## src/rtl/sd_spi_pkg.sv

```systemverilog
// Shared constants and state encoding for the SD SPI block reader/writer pair.
// Command frames are 48 bits: command byte, 32-bit argument, CRC byte.
package sd_spi_pkg;

  localparam logic [7:0] CMD17       = 8'h51;
  localparam logic [7:0] CMD24       = 8'h58;
  localparam logic [7:0] START_TOKEN = 8'hFE;
  localparam logic [7:0] DUMMY_CRC   = 8'hFF;
  localparam int         BLOCK_WORDS = 256;
  localparam int         CMD_BITS    = 48;

  typedef enum logic [2:0] {
    S_IDLE,
    S_SEND_CMD,
    S_WAIT_R1,
    S_WAIT_TOKEN,
    S_RD_DATA,
    S_RD_CRC,
    S_ERR,
    S_DONE_WAIT
  } sd_rd_state_t;

  function automatic logic [47:0] sd_cmd_frame(input logic [7:0] cmd, input logic [31:0] arg);
    return {cmd, arg, DUMMY_CRC};
  endfunction

endpackage

```

## src/rtl/sd_miso_deser.sv

```systemverilog
// MSB-first MISO deserialiser: 16-bit shift register, bit counter and registered word strobe.
// Used for the R1 byte (caller watches the low byte and count) and for data/CRC words.
module sd_miso_deser
  import sd_spi_pkg::*;
(
  input  logic        clk_25m,
  input  logic        rst,
  input  logic        clr_i,
  input  logic        shift_en_i,
  input  logic        strobe_en_i,
  input  logic        miso_i,
  output logic [7:0]  byte_next_o,
  output logic [3:0]  bit_cnt_o,
  output logic        word_vld_o,
  output logic [15:0] word_o
);

  logic [15:0] sh_q;
  logic [15:0] sh_next;
  logic [3:0]  cnt_q;
  logic        vld_q;
  logic [15:0] word_q;

  assign sh_next     = {sh_q[14:0], miso_i};
  assign byte_next_o = sh_next[7:0];
  assign bit_cnt_o   = cnt_q;
  assign word_vld_o  = vld_q;
  assign word_o      = word_q;

  always_ff @(posedge clk_25m) begin
    if (rst) begin
      sh_q   <= '0;
      cnt_q  <= '0;
      vld_q  <= 1'b0;
      word_q <= '0;
    end else begin
      vld_q <= 1'b0;
      if (clr_i) begin
        sh_q  <= '0;
        cnt_q <= '0;
      end else if (shift_en_i) begin
        sh_q  <= sh_next;
        cnt_q <= cnt_q + 4'd1;
        // Strobe lands in the cycle after the 16th bit is sampled.
        if (strobe_en_i && cnt_q == 4'hF) begin
          vld_q  <= 1'b1;
          word_q <= sh_next;
        end
      end
    end
  end

endmodule

```

## src/rtl/sd_read_block.sv

```systemverilog
// SPI-mode SD single-block reader: issues CMD17, checks R1, waits for the start token,
// then streams 256 x 16-bit words. One shared down-counter times the command, R1, token and done phases.
module sd_read_block
  import sd_spi_pkg::*;
#(
  parameter int R1_TIMEOUT    = 64,
  parameter int TOKEN_TIMEOUT = 100000,
  parameter int DONE_CLKS     = 8
) (
  input  logic        clk_25m,
  input  logic        rst,
  input  logic        init_done,
  input  logic [31:0] sec,
  input  logic        rd_start_en,
  output logic        rd_busy,
  output logic        sd_cs,
  output logic        sd_mosi,
  input  logic        sd_miso,
  output logic        rd_val_en,
  output logic [15:0] rd_val_data,
  output logic        sd_block_rdone,
  output logic        rd_err
);

  localparam int TMR_A   = (R1_TIMEOUT > CMD_BITS) ? R1_TIMEOUT : CMD_BITS;
  localparam int TMR_B   = (TOKEN_TIMEOUT > DONE_CLKS) ? TOKEN_TIMEOUT : DONE_CLKS;
  localparam int TMR_MAX = (TMR_A > TMR_B) ? TMR_A : TMR_B;
  localparam int TMR_W   = $clog2(TMR_MAX) + 1;

  sd_rd_state_t     state_q, state_d;
  logic [47:0]      cmd_q, cmd_d;
  logic [TMR_W-1:0] tmr_q, tmr_d;
  logic [7:0]       word_cnt_q, word_cnt_d;
  logic [7:0]       tok_q, tok_d;
  logic             err_q, err_d;
  logic             tmr_zero;

  logic             des_clr;
  logic             des_shift;
  logic             des_strobe;
  logic [7:0]       des_byte;
  logic [3:0]       des_cnt;

  sd_miso_deser u_deser (
    .clk_25m     (clk_25m),
    .rst         (rst),
    .clr_i       (des_clr),
    .shift_en_i  (des_shift),
    .strobe_en_i (des_strobe),
    .miso_i      (sd_miso),
    .byte_next_o (des_byte),
    .bit_cnt_o   (des_cnt),
    .word_vld_o  (rd_val_en),
    .word_o      (rd_val_data)
  );

  assign tmr_zero = (tmr_q == '0);

  // In WAIT_R1 the deserialiser idles until the first 0 (the R1 start bit) arrives.
  assign des_clr    = !(state_q inside {S_WAIT_R1, S_RD_DATA, S_RD_CRC});
  assign des_shift  = (state_q == S_WAIT_R1) ? (des_cnt != 4'd0 || !sd_miso) : 1'b1;
  assign des_strobe = (state_q == S_RD_DATA);

  always_comb begin
    state_d    = state_q;
    cmd_d      = cmd_q;
    tmr_d      = tmr_q;
    word_cnt_d = word_cnt_q;
    tok_d      = '0;
    err_d      = err_q;
    case (state_q)
      S_IDLE: begin
        if (rd_start_en && init_done) begin
          state_d    = S_SEND_CMD;
          cmd_d      = sd_cmd_frame(CMD17, sec);
          tmr_d      = TMR_W'(CMD_BITS - 1);
          word_cnt_d = '0;
          err_d      = 1'b0;
        end
      end
      S_SEND_CMD: begin
        cmd_d = {cmd_q[46:0], 1'b1};
        if (tmr_zero) begin
          state_d = S_WAIT_R1;
          tmr_d   = TMR_W'(R1_TIMEOUT - 1);
        end else begin
          tmr_d = tmr_q - TMR_W'(1);
        end
      end
      S_WAIT_R1: begin
        if (des_cnt == 4'd7) begin
          if (des_byte == 8'h00) begin
            state_d = S_WAIT_TOKEN;
            tmr_d   = TMR_W'(TOKEN_TIMEOUT - 1);
          end else begin
            state_d = S_ERR;
            err_d   = 1'b1;
          end
        end else if (des_cnt == 4'd0 && sd_miso) begin
          if (tmr_zero) begin
            state_d = S_ERR;
            err_d   = 1'b1;
          end else begin
            tmr_d = tmr_q - TMR_W'(1);
          end
        end
      end
      S_WAIT_TOKEN: begin
        tok_d = {tok_q[6:0], sd_miso};
        if (tok_d == START_TOKEN) begin
          state_d = S_RD_DATA;
        end else if (tmr_zero) begin
          state_d = S_ERR;
          err_d   = 1'b1;
        end else begin
          tmr_d = tmr_q - TMR_W'(1);
        end
      end
      S_RD_DATA: begin
        if (des_cnt == 4'hF) begin
          word_cnt_d = word_cnt_q + 8'd1;
          if (word_cnt_q == 8'(BLOCK_WORDS - 1)) state_d = S_RD_CRC;
        end
      end
      S_RD_CRC: begin
        if (des_cnt == 4'hF) begin
          state_d = S_DONE_WAIT;
          tmr_d   = TMR_W'(DONE_CLKS - 1);
        end
      end
      S_ERR: begin
        state_d = S_DONE_WAIT;
        tmr_d   = TMR_W'(DONE_CLKS - 1);
      end
      S_DONE_WAIT: begin
        if (tmr_zero) state_d = S_IDLE;
        else          tmr_d   = tmr_q - TMR_W'(1);
      end
      default: state_d = S_IDLE;
    endcase
  end

  always_ff @(posedge clk_25m) begin
    if (rst) begin
      state_q    <= S_IDLE;
      cmd_q      <= '1;
      tmr_q      <= '0;
      word_cnt_q <= '0;
      tok_q      <= '0;
      err_q      <= 1'b0;
    end else begin
      state_q    <= state_d;
      cmd_q      <= cmd_d;
      tmr_q      <= tmr_d;
      word_cnt_q <= word_cnt_d;
      tok_q      <= tok_d;
      err_q      <= err_d;
    end
  end

  assign rd_busy        = (state_q != S_IDLE);
  assign sd_cs          = (state_q inside {S_IDLE, S_DONE_WAIT});
  assign sd_mosi        = (state_q == S_SEND_CMD) ? cmd_q[47] : 1'b1;
  assign sd_block_rdone = (state_q == S_DONE_WAIT) && tmr_zero && !err_q;
  assign rd_err         = err_q;

endmodule
```

## config.mk

```make
export PLATFORM = sky130hd
export DESIGN_NAME = sd_read_block
export DESIGN_NICKNAME = d
export VERILOG_FILES = /design/src/rtl/sd_spi_pkg.sv /design/src/rtl/sd_miso_deser.sv /design/src/rtl/sd_read_block.sv
export SDC_FILE = /design/constraint.sdc
export NUM_CORES = 1
export LEC_CHECK = 0
export ABC_AREA = 1
export CAP_MARGIN = 20
export CORE_MARGIN = 2
export CORE_UTILIZATION = 55
export CTS_CLUSTER_DIAMETER = 50
export DETAILED_ROUTE_END_ITERATION = 8
export GPL_TIMING_DRIVEN = 0
export MAX_ROUTING_LAYER = met4
export PLACE_DENSITY = 0.78
export SLEW_MARGIN = 20
export SYNTH_ARGS = -nofsm -noshare
export SYNTH_HDL_FRONTEND = slang
export SYNTH_SLANG_ARGS = --single-unit
```

## constraint.sdc

```tcl
create_clock -name clk_25m -period 2.49 [get_ports clk_25m]
set_input_delay 0.498 -clock clk_25m [delete_from_list [all_inputs] [get_ports clk_25m]]
set_output_delay 0.498 -clock clk_25m [all_outputs]
set_load 0.02 [all_outputs]
```

==> impl_metrics.py, run 1 <==
metrics = {
    "route": {
        "routed_wl_mm": 14.6,
        "ant_nets": 0,
        "drt_first_pass_iters": 5,
        "drt_iter0_drc": 281,
        "viasPerCell": 5.58,
        "routedWlPerCell_microns": 15.2,
        "vias": 5350,
        "drc": 0,
    },
    "global_route": {
        "grt_overflow": 0,
        "grt_max_degree": 17,
        "antenna_found_initial": 0,
        "grt_pass1_vias": 5261,
        "grt_pass1_wl_mm": 24.3,
        "grt.total_usage": 0.305,
    },
    "timing": {
        "period_needed_ns": 2.42,
        "max_slew.worst_pin.slew_ns": 0.613,
        "tns_ns": 0,
        "fmax_mhz": 413,
        "slew_violations": 0,
        "fin_worst_skew_ns": 0.0113,
        "hold_viol": 0,
        "maxSlewHeadroom": 0.592,
        "finalSetupViolCount": 0,
        "worst_slack_ns": 0.0674,
        "post-route-period-util": 0.973,
    },
    "synthesis": {
        "synth_warnings": 0,
        "avgSynthCellArea_sq_um": 7.16,
        "ys_async_sr_fraction": 0,
        "seq_area_frac_synth": 0.429,
        "synth_area_sq_um": 5270,
        "synth_cells": 737,
        "syn_nets": 780,
        "synth_seq_cells": 113,
        "synth_edf_count": 0,
        "ys.flop_type": "dfxtp_1",
        "ys_types": 38,
    },
    "setup_path": {
        "crit_chain": "inv_2 > ha_4 > nand2_4 > nor2_4 > nand4_1 > buf_6 > nor3_4 > buf_6",
        "r2r_end": "tmr_q[0]",
        "crit_end": "sd_block_rdone",
        "cpMostUsedCell": "buf_6",
        "r2r_cells": 12,
        "crit_buf_inv": 3,
        "crit_fanout": 5,
        "worstPathArrival_ns": 1.92,
        "crit_cells": 8,
        "crit_path_end_kind": "output pin",
        "reg2reg_from": "tmr_q[0]",
        "max_stage_delay_ns": 0.33,
        "crit_slowest_cell": "dfxtp_1",
        "crit_required_ns": 1.99,
        "crit_start": "tmr_q[0]",
        "r2r_slack_ns": 0.31,
        "cp-start-kind": "flop",
        "crit_type": "flop to output pin",
        "crit_family": "simple AND/OR/NAND/NOR gates",
    },
    "power_and_ir_drop": {
        "finalPower_mw": 7.54,
        "power.density_nw_per_um2": 1130,
        "ir_drop_mv": 0.555,
        "p_leak_nw": 2.75,
    },
    "die": {
        "die_y_microns": 102,
        "die_area_sq_um": 10400,
        "start_util": 0.568,
        "io_pins": 59,
        "rows": 35,
        "die_w_microns": 102,
        "core_area_sq_um": 9280,
    },
    "clock_network": {
        "root_buffer": "clkbuf_8",
        "holdBufCountCts": 0,
        "h-tree-depth": 4,
        "cts_tree": "done",
        "cts.sinks": 113,
        "cts_max_path_buffers": 2,
        "clk_pin_slew_worst_paths_ns": 0.06,
        "numCtsBuffers": 17,
        "clk-insertion-delay-late_ns": 0.53,
    },
    "place": {
        "post-place-ws_ns": -0.508,
        "dp_hpwl_mm": 9.78,
        "gp_congestion": 0.947,
        "dpl.cell_count": 923,
        "io_buffers": 57,
    },
    "hold_path": {
        "worstHoldPathType": "flop to flop",
    },
    "finish": {
        "diodes": 0,
        "drive_above_1_share": 0.111,
        "finalNonFillerCells": 959,
        "area_growth_pct": 26.8,
        "layout_commonest_cell": "nand2_1",
        "nNetsFinal": 861,
        "fill_cells": 767,
        "final_cell_mix": "126 x nand2_1, 114 x nor2_1, 111 x dfxtp_1",
    },
    "job": {
        "maxCapViolCount": 0,
    },
    "run_status": {
        "status": "finished clean",
    },
}
## logic make-up (layout without fill, tap and decap cells)
logic type                 count (synthesis)  in the layout  synth area share
xor gates and xnor gates                  11             11            0.0183
AOI/OAI and AO/OA                        148            148             0.167
and+or+nand+nor                          350            350             0.289
buffers and inverters                    109            202            0.0826
adders and majority gates                  6              6            0.0142
DFF                                      113            113             0.429
## per-stage QoR
stage | hold WS (ns) | utilization | area (sq um)
after floorplan | 0.408 | - | 5270
after global placement | 0.412 | 0.647 | 6010
after detailed placement | 0.422 | 0.647 | 6010
after CTS | 0.431 | 0.718 | 6670
after global routing | 0.445 | 0.720 | 6690
final | 0.430 | 0.720 | 6690
## report_power, final
part	internal (mW)	switching, mW	total [mW]
Sequential	2.04	0.170	2.21
Clock	1.53	0.910	2.44
Combinational	0.993	1.89	2.89
Total	4.57	2.97	7.54
## cell type report
cell class | count | area (sq um) | area share
plain buffers | 34 | 164 | 0.0245
clock buffers | 17 | 414 | 0.0619
clock inverters | 14 | 180 | 0.0269
inverters | 75 | 282 | 0.0421
multi-input cells | 515 | 2620 | 0.391
flip-flops and latches | 113 | 2260 | 0.339
well taps | 129 | 161 | 0.0241
repair buffers | 62 | 607 | 0.0907
## worst min-delay path: cells and delay by family, from the launching register on
| family | cells | cell delay [ns] |
|---|---|---|
| DFF | 1 | 0.31 |
| and+or+nand+nor | 1 | 0.04 |
| buffers and inverters | 1 | 0.05 |
## state kept, by name, summed over array words and instances (netlist names)
register            count
u_deser.bit_cnt_o       4
tmr_q                  18
state_q                 3
cmd_q                  40
rd_err                  1
u_deser.word_o         16
u_deser.sh_q           15
word_cnt_q              8
u_deser.word_vld_o      1
tok_q                   7
## worst min-delay path by stage
stage,from,to,slack [ns],depth (start not counted)
6_report,tok_q[1],tok_q[2],0.43,2
5_1_grt,tok_q[1],tok_q[2],0.45,2
4_1_cts,tok_q[1],tok_q[2],0.43,2
3_5_place_dp,tok_q[1],tok_q[2],0.42,2
3_3_place_gp,tok_q[2],tok_q[3],0.41,2
2_1_floorplan,tok_q[2],tok_q[3],0.41,2
## repair_timing
action | CTS | global route
pin swaps | 3 | 2
resized for setup | 24 | 2
setup endpoints to repair | 4 | 2
buffers inserted | 2 | 3
## Yosys cell counts, types with 4 or more instances
library cell / n / area (sq um)
nor2_2: 6 / 37.5
a211oi_1: 4 / 30.0
xor2_1: 8 / 70.1
nand4_1: 8 / 50.1
or2_2: 5 / 31.3
nand3_1: 40 / 200
dfxtp_1: 113 / 2260
o21ai_0: 44 / 220
o22ai_1: 5 / 31.3
nor3_1: 38 / 190
clkbuf_1: 19 / 71.3
o211ai_1: 9 / 67.6
nand2_1: 127 / 477
inv_2: 11 / 41.3
nor2_1: 115 / 432
inv_1: 64 / 240
a21oi_1: 51 / 255
buf_2: 12 / 60.1
o31ai_1: 27 / 203
ha_1: 6 / 75.1
## per-layer routing
metal	up-vias	GRT usage	wire (microns)
li1	2614	-	-
met1	2534	0.367	6290
met2	164	0.500	7050
met3	38	0.0691	884
met4	0	0.116	378
met5	-	-	0
Note: power is estimated with default switching activity, not from simulation.
==> run 2: changes to the inputs <==
--- a/config.mk
+++ b/config.mk
@@ -14,7 +14,7 @@
 export GPL_TIMING_DRIVEN = 0
 export MAX_ROUTING_LAYER = met4
 export PLACE_DENSITY = 0.78
-export SLEW_MARGIN = 20
+export SLEW_MARGIN = 5
 export SYNTH_ARGS = -nofsm -noshare
 export SYNTH_HDL_FRONTEND = slang
 export SYNTH_SLANG_ARGS = --single-unit
==> results of run 2 <==
Final layout, timing and power as in run 1 (identical DEF).
==> run 3: changes to the inputs <==
--- a/config.mk
+++ b/config.mk
@@ -10,11 +10,11 @@
 export CORE_MARGIN = 2
 export CORE_UTILIZATION = 55
 export CTS_CLUSTER_DIAMETER = 50
+export CTS_CLUSTER_SIZE = 14
 export DETAILED_ROUTE_END_ITERATION = 8
 export GPL_TIMING_DRIVEN = 0
 export MAX_ROUTING_LAYER = met4
 export PLACE_DENSITY = 0.78
-export SLEW_MARGIN = 5
 export SYNTH_ARGS = -nofsm -noshare
 export SYNTH_HDL_FRONTEND = slang
 export SYNTH_SLANG_ARGS = --single-unit
==> results of run 3 <==
Final layout, timing and power as in run 1 (identical DEF).
